$ cat config.mk
export PLATFORM = sky130hd
export DESIGN_NAME = activation_pwl_pipe_flat
export DESIGN_NICKNAME = d
export VERILOG_FILES = /design/src/rtl/activation_pwl_pipe_if.sv /design/src/rtl/activation_pwl_pipe.sv /design/src/flat_wrapper.sv
export SDC_FILE = /design/constraint.sdc
export NUM_CORES = 1
export LEC_CHECK = 0
export BUFFER_PORTS_ARGS = -buffer_cell sky130_fd_sc_hd__buf_2
export CAP_MARGIN = 20
export CORE_MARGIN = 1
export CORE_UTILIZATION = 40
export CTS_CLUSTER_DIAMETER = 80
export DETAILED_ROUTE_END_ITERATION = 12
export GPL_TIMING_DRIVEN = 0
export PLACE_DENSITY = 0.67
export SLEW_MARGIN = 15
export SYNTH_ARGS = -nofsm -noshare
export SYNTH_HDL_FRONTEND = slang
export SYNTH_SLANG_ARGS = --single-unit
export TNS_END_PERCENT = 100
$ cat constraint.sdc
create_clock -name clk -period 4 [get_ports clk]
set_clock_uncertainty 0.1 [all_clocks]
set_input_delay 0.6 -clock clk [delete_from_list [all_inputs] [get_ports clk]]
set_output_delay 0.6 -clock clk [all_outputs]
set_load 0.1 [all_outputs]
$ cat src/rtl/activation_pwl_pipe_if.sv
// Handshake bundle for the piecewise-linear activation pipe: input beat, output beat and beat counter.
// The slave modport is the pipe side; the master modport is the producer/consumer side.
interface activation_pwl_pipe_if #(
  parameter int DATA_WIDTH = 16,
  parameter int LANES      = 4,
  parameter int CNT_WIDTH  = 16
);
  logic                          in_valid;
  logic                          in_ready;
  logic [1:0]                    in_mode;
  logic [LANES*DATA_WIDTH-1:0]   in_data;
  logic                          out_valid;
  logic                          out_ready;
  logic [LANES*DATA_WIDTH-1:0]   out_data;
  logic [LANES-1:0]              out_sat;
  logic [1:0]                    out_mode;
  logic [CNT_WIDTH-1:0]          beat_count;

  modport slave (
    input  in_valid, in_mode, in_data, out_ready,
    output in_ready, out_valid, out_data, out_sat, out_mode, beat_count
  );

  modport master (
    output in_valid, in_mode, in_data, out_ready,
    input  in_ready, out_valid, out_data, out_sat, out_mode, beat_count
  );
endinterface

$ cat src/rtl/activation_pwl_pipe.sv
// Multi-lane hard sigmoid / hard tanh / PLAN sigmoid / identity; 2 register stages, 1 beat/cycle.
// Whole pipe stalls when out_valid && !out_ready; in_ready = !out_valid | out_ready.
module activation_pwl_pipe #(
  parameter int DATA_WIDTH  = 16,
  parameter int FRACT_WIDTH = 8,
  parameter int LANES       = 4,
  parameter int CNT_WIDTH   = 16
) (
  input  logic                 clk,
  input  logic                 rst_n,
  activation_pwl_pipe_if.slave bus
);

  localparam int W1 = DATA_WIDTH + 1;
  localparam int ONE_I = 2 ** FRACT_WIDTH;

  localparam logic signed [W1-1:0] K_ONE  = W1'(ONE_I);
  localparam logic signed [W1-1:0] K_NONE = -K_ONE;
  localparam logic signed [W1-1:0] K_TWO  = W1'(2 * ONE_I);
  localparam logic signed [W1-1:0] K_NTWO = -K_TWO;
  localparam logic signed [W1-1:0] K_HALF = W1'(ONE_I / 2);
  localparam logic signed [W1-1:0] K_C1   = W1'((5 * ONE_I) / 8);
  localparam logic signed [W1-1:0] K_C2   = W1'((27 * ONE_I) / 32);
  localparam logic signed [W1-1:0] K_T1   = W1'((19 * ONE_I) / 8);
  localparam logic signed [W1-1:0] K_FIVE = W1'(5 * ONE_I);
  localparam logic signed [W1-1:0] K_MAXP = W1'((2 ** (DATA_WIDTH - 1)) - 1);

  typedef enum logic [1:0] {
    MODE_HSIG  = 2'd0,
    MODE_HTANH = 2'd1,
    MODE_PLAN  = 2'd2,
    MODE_IDENT = 2'd3
  } mode_e;

  // Clamp modes use MID/HI/LO; PLAN uses the segment index 0..3 directly.
  localparam logic [1:0] SEG_MID = 2'd0;
  localparam logic [1:0] SEG_HI  = 2'd1;
  localparam logic [1:0] SEG_LO  = 2'd2;

  logic                                  en;

  logic                                  v1_q, v1_d;
  logic [1:0]                            mode1_q, mode1_d;
  logic [LANES-1:0][DATA_WIDTH-1:0]      x1_q, x1_d;
  logic [LANES-1:0][DATA_WIDTH-1:0]      a1_q, a1_d;
  logic [LANES-1:0]                      sign1_q, sign1_d;
  logic [LANES-1:0][1:0]                 seg1_q, seg1_d;

  logic                                  out_valid_q, out_valid_d;
  logic [LANES*DATA_WIDTH-1:0]           out_data_q, out_data_d;
  logic [LANES-1:0]                      out_sat_q, out_sat_d;
  logic [1:0]                            out_mode_q, out_mode_d;
  logic [CNT_WIDTH-1:0]                  beat_count_q, beat_count_d;

  logic [LANES-1:0][DATA_WIDTH-1:0]      a_in;
  logic [LANES-1:0]                      sign_in;
  logic [LANES-1:0][1:0]                 seg_in;
  logic [LANES-1:0][DATA_WIDTH-1:0]      y_st2;
  logic [LANES-1:0]                      sat_st2;

  for (genvar i = 0; i < LANES; i++) begin : g_lane
    logic signed [W1-1:0] xe, xn, ae;
    logic signed [W1-1:0] xe2, ae2, f2, y2;
    logic [1:0]           seg_l;
    logic                 sat2;

    always_comb begin : st1_lane
      xe    = {bus.in_data[i*DATA_WIDTH+DATA_WIDTH-1], bus.in_data[i*DATA_WIDTH +: DATA_WIDTH]};
      xn    = -xe;
      // |most-negative| does not fit the word, so it saturates to max positive.
      ae    = xe[W1-1] ? ((xn > K_MAXP) ? K_MAXP : xn) : xe;
      seg_l = SEG_MID;
      case (mode_e'(bus.in_mode))
        MODE_HSIG: begin
          if (xe > K_TWO)       seg_l = SEG_HI;
          else if (xe < K_NTWO) seg_l = SEG_LO;
        end
        MODE_HTANH: begin
          if (xe > K_ONE)       seg_l = SEG_HI;
          else if (xe < K_NONE) seg_l = SEG_LO;
        end
        MODE_PLAN: begin
          if (ae < K_ONE)       seg_l = 2'd0;
          else if (ae < K_T1)   seg_l = 2'd1;
          else if (ae < K_FIVE) seg_l = 2'd2;
          else                  seg_l = 2'd3;
        end
        default: seg_l = SEG_MID;
      endcase
    end

    assign a_in[i]    = ae[DATA_WIDTH-1:0];
    assign sign_in[i] = bus.in_data[i*DATA_WIDTH+DATA_WIDTH-1];
    assign seg_in[i]  = seg_l;

    always_comb begin : st2_lane
      xe2  = {x1_q[i][DATA_WIDTH-1], x1_q[i]};
      ae2  = {1'b0, a1_q[i]};
      f2   = K_ONE;
      y2   = xe2;
      sat2 = 1'b0;
      case (seg1_q[i])
        2'd0:    f2 = (ae2 >>> 2) + K_HALF;
        2'd1:    f2 = (ae2 >>> 3) + K_C1;
        2'd2:    f2 = (ae2 >>> 5) + K_C2;
        default: f2 = K_ONE;
      endcase
      case (mode_e'(mode1_q))
        MODE_HSIG: begin
          if (seg1_q[i] == SEG_HI) begin
            y2   = K_ONE;
            sat2 = 1'b1;
          end else if (seg1_q[i] == SEG_LO) begin
            y2   = '0;
            sat2 = 1'b1;
          end else begin
            y2   = (xe2 + K_TWO) >>> 2;
          end
        end
        MODE_HTANH: begin
          if (seg1_q[i] == SEG_HI) begin
            y2   = K_ONE;
            sat2 = 1'b1;
          end else if (seg1_q[i] == SEG_LO) begin
            y2   = K_NONE;
            sat2 = 1'b1;
          end
        end
        MODE_PLAN: begin
          // Negative inputs use the sigmoid symmetry f(-a) = 1 - f(a).
          y2   = sign1_q[i] ? (K_ONE - f2) : f2;
          sat2 = (seg1_q[i] == 2'd3);
        end
        default: y2 = xe2;
      endcase
    end

    assign y_st2[i]   = y2[DATA_WIDTH-1:0];
    assign sat_st2[i] = sat2;
  end

  always_comb begin
    en           = !out_valid_q || bus.out_ready;
    v1_d         = v1_q;
    mode1_d      = mode1_q;
    x1_d         = x1_q;
    a1_d         = a1_q;
    sign1_d      = sign1_q;
    seg1_d       = seg1_q;
    out_valid_d  = out_valid_q;
    out_data_d   = out_data_q;
    out_sat_d    = out_sat_q;
    out_mode_d   = out_mode_q;
    beat_count_d = beat_count_q + CNT_WIDTH'(out_valid_q && bus.out_ready);
    if (en) begin
      v1_d        = bus.in_valid;
      mode1_d     = bus.in_mode;
      x1_d        = bus.in_data;
      a1_d        = a_in;
      sign1_d     = sign_in;
      seg1_d      = seg_in;
      out_valid_d = v1_q;
      out_data_d  = y_st2;
      out_sat_d   = sat_st2;
      out_mode_d  = mode1_q;
    end
  end

  always_ff @(posedge clk or negedge rst_n) begin
    if (!rst_n) begin
      v1_q         <= 1'b0;
      mode1_q      <= '0;
      x1_q         <= '0;
      a1_q         <= '0;
      sign1_q      <= '0;
      seg1_q       <= '0;
      out_valid_q  <= 1'b0;
      out_data_q   <= '0;
      out_sat_q    <= '0;
      out_mode_q   <= '0;
      beat_count_q <= '0;
    end else begin
      v1_q         <= v1_d;
      mode1_q      <= mode1_d;
      x1_q         <= x1_d;
      a1_q         <= a1_d;
      sign1_q      <= sign1_d;
      seg1_q       <= seg1_d;
      out_valid_q  <= out_valid_d;
      out_data_q   <= out_data_d;
      out_sat_q    <= out_sat_d;
      out_mode_q   <= out_mode_d;
      beat_count_q <= beat_count_d;
    end
  end

  assign bus.in_ready   = en;
  assign bus.out_valid  = out_valid_q;
  assign bus.out_data   = out_data_q;
  assign bus.out_sat    = out_sat_q;
  assign bus.out_mode   = out_mode_q;
  assign bus.beat_count = beat_count_q;

endmodule
$ cat src/flat_wrapper.sv
// flat-port wrapper written by rule: the top's interface ports become plain ports
module activation_pwl_pipe_flat 
#(
  parameter int DATA_WIDTH  = 16,
  parameter int FRACT_WIDTH = 8,
  parameter int LANES       = 4,
  parameter int CNT_WIDTH   = 16
)
  (clk, rst_n, bus_in_valid, bus_in_mode, bus_in_data, bus_out_ready, bus_in_ready, bus_out_valid, bus_out_data, bus_out_sat, bus_out_mode, bus_beat_count);
  activation_pwl_pipe_if #(.DATA_WIDTH(DATA_WIDTH), .LANES(LANES), .CNT_WIDTH(CNT_WIDTH)) bus_i ();
  input  logic clk;
  input  logic rst_n;
  input wire logic [$bits(bus_i.in_valid)-1:0] bus_in_valid;
  input wire logic [$bits(bus_i.in_mode)-1:0] bus_in_mode;
  input wire logic [$bits(bus_i.in_data)-1:0] bus_in_data;
  input wire logic [$bits(bus_i.out_ready)-1:0] bus_out_ready;
  output wire logic [$bits(bus_i.in_ready)-1:0] bus_in_ready;
  output wire logic [$bits(bus_i.out_valid)-1:0] bus_out_valid;
  output wire logic [$bits(bus_i.out_data)-1:0] bus_out_data;
  output wire logic [$bits(bus_i.out_sat)-1:0] bus_out_sat;
  output wire logic [$bits(bus_i.out_mode)-1:0] bus_out_mode;
  output wire logic [$bits(bus_i.beat_count)-1:0] bus_beat_count;
  assign bus_i.in_valid = bus_in_valid;
  assign bus_i.in_mode = bus_in_mode;
  assign bus_i.in_data = bus_in_data;
  assign bus_i.out_ready = bus_out_ready;
  assign bus_in_ready = bus_i.in_ready;
  assign bus_out_valid = bus_i.out_valid;
  assign bus_out_data = bus_i.out_data;
  assign bus_out_sat = bus_i.out_sat;
  assign bus_out_mode = bus_i.out_mode;
  assign bus_beat_count = bus_i.beat_count;
  activation_pwl_pipe #(.DATA_WIDTH(DATA_WIDTH), .FRACT_WIDTH(FRACT_WIDTH), .LANES(LANES), .CNT_WIDTH(CNT_WIDTH)) u_core (.clk(clk), .rst_n(rst_n), .bus(bus_i));
endmodule
# Word level (Yosys, flattened, before mapping)
# Cells that the tools add are included.
[classes] n_mux=80 magnitude_cmp=32 reduce_logical=10 n_eq_ne=16 addsub=25
[op_table] cell="two-way mux 16 bit" count=20
[op_table] cell="one-hot mux 16 bit (3 select lines)" count=4
[op_table] cell="one-hot mux 15 bit (3 select lines)" count=4
[op_table] cell="two-way mux 17 bit" count=8
[op_table] cell="adder 16 x 11 -> 17 bit, second input constant" count=4
[op_table] cell="> comparator 17 x 16 -> 1 bit, second input constant" count=4
[op_table] cell="less-than comparator 17 x 10 -> 1 bit, second input constant" count=4
[op_table] cell="less-than comparator 17 x 11 -> 1 bit, second input constant" count=4
[op_table] cell="less-than comparator 17 x 12 -> 1 bit, second input constant" count=4
[op_table] cell="negation 16 -> 17 bit" count=4
[op_table] cell="> comparator 16 x 10 -> 1 bit, second input constant" count=4
[op_table] cell="> comparator 16 x 11 -> 1 bit, second input constant" count=4
[op_table] cell="less-than comparator 16 x 10 -> 1 bit, second input constant" count=4
[op_table] cell="less-than comparator 16 x 9 -> 1 bit, second input constant" count=4
[op_table] cell="subtractor 10 x 16 -> 16 bit, first input constant" count=4
[op_table] cell="adder 14 x 8 -> 15 bit, second input constant" count=4
[op_table] cell="adder 13 x 8 -> 14 bit, second input constant" count=4
[op_table] cell="adder 11 x 8 -> 12 bit, second input constant" count=4
[op_table] cell="two-way mux 2 bit" count=24
[op_table] cell="one-hot mux 2 bit (3 select lines)" count=4
[op_table] cell="== test 2 bit, second input constant" count=10
[op_table] cell="adder 16 x 1 -> 16 bit" count=1
[op_table] cell="== test 2 x 1 -> 1 bit, second input constant" count=6
[op_table] cell="zero test 2 bit" count=6
[op_table] cell="6 further kinds" count=20
[word_totals] out_inout_bits=88 reg_bits=230 inputBits=70

# Logic depth before layout (Yosys ltp)
[logic_depth] depth_word=9 depth_mapped=14 depth_no_buf=14

# Worst setup path after synthesis
# OpenSTA, ideal clock, no wires.
[synth_timing] path_kind="input to register" from="input bus_in_data[17]" to="register u_core.seg1_q[2] (netlist name)" slack_ns=-0.038 arrival_time_ns=3.843 setup_ns=0.095 stages=12 cell_sequence="inv_1 > ha_1 > or4b_1 > nor3_1 > and3_1 > ha_1 > or4b_2 > nor4_1 > o2111ai_2 > a311oi_1 > nor3_1 > o31ai_1"
[synth_between] elab_chain_cells=9
[synth_lines] element="start, declared" line="flat_wrapper.sv:15" text="input wire logic [$bits(bus_i.in_data)-1:0] bus_in_data;"
[synth_lines] element="negation 16 -> 17 bit" line="activation_pwl_pipe.sv:69" text="xn = -xe;"
[synth_lines] element="> comparator 17 x 16 -> 1 bit" line="activation_pwl_pipe.sv:71" text="ae = xe[W1-1] ? ((xn > K_MAXP) ? K_MAXP : xn) : xe;"
[synth_lines] element="two-way mux 17 bit (2 in series)" line="activation_pwl_pipe.sv:71"
[synth_lines] element="less-than comparator 17 x 12 -> 1 bit" line="activation_pwl_pipe.sv:85" text="else if (ae < K_FIVE) seg_l = 2'd2;"
[synth_lines] element="two-way mux 1 bit" line="activation_pwl_pipe.sv:85"
[synth_lines] element="two-way mux 2 bit" line="activation_pwl_pipe.sv:84" text="else if (ae < K_T1) seg_l = 2'd1;"
[synth_lines] element="two-way mux 2 bit" line="activation_pwl_pipe.sv:83" text="if (ae < K_ONE) seg_l = 2'd0;"
[synth_lines] element="one-hot mux 2 bit (3 select lines) *" line="activation_pwl_pipe.sv:73" text="case (mode_e'(bus.in_mode))"
[synth_lines] element="end signal, assigned" line="activation_pwl_pipe.sv:188" text="seg1_q <= seg1_d;"
[synth_lines] element="end, declared" line="activation_pwl_pipe.sv:47" text="logic [LANES-1:0][1:0] seg1_q, seg1_d;"
# Every way passes the cells marked *; elsewhere a longest branch is shown, timed or not.
# A chain may end at the register's enable or synchronous reset.

# Final worst setup path
# Same ends and word-level chain as after synthesis.

==> flow_metrics.env <==
export IMPL_cp_arrival_ns=4.16
export IMPL_report_final_slew_viol_count=0
export IMPL_tightest_slew_ns=1.134
export IMPL_path_clk_slew_ns=0.06
export IMPL_synthToLayoutAreaGrowth_pct=13.69
export IMPL_end_kind="register"
export IMPL_antenna_left=0
export IMPL_grt_usage_pct=30.30
export IMPL_critPathLaunch="bus_in_data[17]"
export IMPL_hp_class="in2reg"
export IMPL_crit_required_ns=4.39
export IMPL_die_w_um=214.0
export IMPL_ys_async_sr_fraction_pct=100.0
export IMPL_min_period_ns=3.768
export IMPL_r2r_start="u_core.seg1_q[2]"
export IMPL_avgSynthCellArea_um2=7.509
export IMPL_synth_area_leaders="dfrtp_1 (30%), nand2_1 (7.8%), o21ai_0 (5.7%), nor2_1 (4.5%), xnor2_1 (4.2%)"
export IMPL_viasPerCell=6.255
export IMPL_initial_utilization_pct=40.58
export IMPL_stdcell_count=3173
export IMPL_nFillCells=4527
export IMPL_clock_sinks=218
export IMPL_crit_path_max_incr_delay_ns=0.61
export IMPL_synth_commonest_cells="nand2_1 (373), dfrtp_1 (218), nor2_1 (216)"
export IMPL_fmax_mhz=265.4
export IMPL_min_delay_start="bus_in_valid"
export IMPL_drt_iter0_drc=2421
export IMPL_postCtsSetupRepairBufs=0
export IMPL_core_um2=44320
export IMPL_multi_input_area_um2=11430
export IMPL_relSlewSlack_pct=24.38
export IMPL_nets=2687
export IMPL_grt_max_degree=87
export IMPL_ys_seq_elements=218
export IMPL_grt_pass1_vias=18268
export IMPL_dp_hpwl_um=52850
export IMPL_drc=0
export IMPL_ios=158
export IMPL_synth_top_flop_cell="dfrtp_1"
export IMPL_path_class="in2reg"
export IMPL_synth_most_common_cell="nand2_1"
export IMPL_yosysTopAreaCell="dfrtp_1"
export IMPL_drv_cap=0
export IMPL_rows=77
export IMPL_cts_root_buf="clkbuf_16"
export IMPL_yosysSeqAreaShare_pct=30.33
export IMPL_synth_cells=2395
export IMPL_fin_crit_sh_pct=94.19
export IMPL_rsz0062_at_grt="no"
export IMPL_ir_drop_uv=607.9
export IMPL_crit_slowest_cell="or4b_2"
export IMPL_antenna_found_initial=1
export IMPL_holdWs_ns=0.1324
export IMPL_die_area_um2=45810
export IMPL_numPortBuffers=131
export IMPL_p_leak_nw=8.266
export IMPL_gp_congestion=0.9558
export IMPL_fp_dieH_um=214.0
export IMPL_cts_max_path_buffers=3
export IMPL_layout_drive_gt1_share_pct=10.47
export IMPL_cts_tree="yes"
export IMPL_grt_pass1_wl_um=109700
export IMPL_numCtsBuffers=27
export IMPL_vias=19847
export IMPL_critPathMostFrequentCell="ha_1"
export IMPL_placed_cell_area_um2=19460
export IMPL_hold_viol=0
export IMPL_final_cell_area_um2=20440
export IMPL_setup_viol=0
export IMPL_synth_nets=2524
export IMPL_path_cells="buf_2 -> inv_1 -> ha_1 -> or4b_4 -> nor3_4 -> and3_1 -> ha_1 -> or4b_2 -> nor4_2 -> o2111ai_2 -> a311oi_2 -> nor3_1 -> o31ai_1"
export IMPL_power_density_nw_per_um2=571.4
export IMPL_ys_warn_count=0
export IMPL_grt_overflow=0
export IMPL_yosysTopAreaCellShare_pct=30.33
export IMPL_wl_per_cell_um=22.59
export IMPL_cts_max_level=1
export IMPL_startpoint_type="input port"
export IMPL_place_inst=3120
export IMPL_status="complete, no violations"
export IMPL_syn_area_um2=17980
export IMPL_first_pass_iters=9
export IMPL_ys_types=92
export IMPL_routed_wl_um=71690
export IMPL_clk_latency_ns=0.59
export IMPL_regArea_um2=5455
export IMPL_synth_edf_count=0
export IMPL_crit_path_max_fanout=6
-- layout by cell type (no fill, tap or decap), types with 17 or more instances in the layout --
cell	instances
a221oi_1	19
o31ai_1	36
a31oi_1	40
and3_1	20
o22ai_1	39
or3_1	21
o21a_1	33
clkbuf_16	27
nand2_1	373
a211oi_1	18
xnor2_1	86
nand3_1	72
a21oi_1	136
a222oi_1	26
inv_1	71
clkbuf_1	182
nor4_1	24
buf_2	145
nand4_1	26
nor2_1	216
dfrtp_1	218
o21ai_0	206
nand2b_1	19
o221ai_1	25
ha_1	59
nor3_1	44
nor2b_1	17
or2_2	22
o211ai_1	25
buf_1	17
xor2_1	37
-- critical path, delay by kind of cell --
family	cells	cell delay, ns
adder cells (fa/ha/maj)	2	0.40
buffers and inverters	2	0.20
AO/OA/AOI/OAI	3	0.92
AND/OR/NAND/NOR	6	2.03
-- routing by layer --
metal	share of wire [%]	global-route usage, %	vias up
met3	9.1	4.610	188
met4	5.0	13.69	0
li1	-	-	9016
met1	42	41.96	9525
met5	0	0	-
met2	44	46.50	1118
-- cells by family after synthesis --
group	count (synthesis)	synth area share, %
fa+ha+maj	59	4.105
xor+xnor	123	5.990
flops	218	30.33
buf+inv	294	6.373
mux	13	0.7514
simple gates	935	24.43
compound gates	753	28.01
-- report_power, final --
group	internal, mW	total [mW]	switching [mW]
combinational	1.44	5.96	4.52
sequential	2.66	3.15	0.491
clock	1.50	2.58	1.08
-- sequential cells by signal (all words and copies together) (netlist names) --
name	cells
u_core.a1_q	56
u_core.bus.beat_count	16
u_core.bus.out_data	64
u_core.bus.out_mode	2
u_core.bus.out_sat	4
u_core.bus.out_valid	1
u_core.g_lane.xe2	60
u_core.mode1_q	2
u_core.seg1_q	8
u_core.sign1_q	4
u_core.v1_q	1
-- metrics by stage --
stage / power (mW) / setup slack, ns / setup TNS (ns) / util [%]
after floorplan: 7.435 / 0.06460 / 0 / -
after global routing: 12.13 / 0.02406 / 0 / 46.12
final: 11.68 / 0.2323 / 0 / 46.13
after global placement: 8.908 / -1.648 / -356.35 / 43.75
after CTS: 11.58 / 0.08453 / 0 / 46.04
after detailed placement: 8.985 / -0.5128 / -4.775 / 43.90
-- final cells by class --
| type | instances | area share, % |
|---|---|---|
| Timing Repair Buffer | 134 | 3.574 |
| Inverter | 76 | 1.395 |
| Antenna cell | 2 | 0.02448 |
| Buffer | 218 | 4.211 |
| Clock buffer | 34 | 3.727 |
| Clock inverter | 16 | 0.8507 |
| Multi-Input combinational cell | 1883 | 55.91 |
| Sequential cell | 218 | 26.68 |
| Tap cell | 592 | 3.623 |
-- final timing paths --
path                       slack, ns  cells after the start                       to
min in group asynchronous       0.44                      2           u_core.a1_q[3]
max in group asynchronous       2.56                      3          u_core.a1_q[60]
setup / recovery                0.23                     13         u_core.seg1_q[2]
hold reg to reg                 0.37                      2              u_core.v1_q
setup reg to reg                0.28                     10  u_core.bus.out_data[29]
hold / removal                  0.13                      3              u_core.v1_q
-- repair_timing --
action,4_1_cts,5_1_grt
endpoints found under the setup margin,0,10
resized for setup,0,7
hold buffers,1,0
endpoints found under the hold margin,49,0
(Power assumes the default switching activity.)
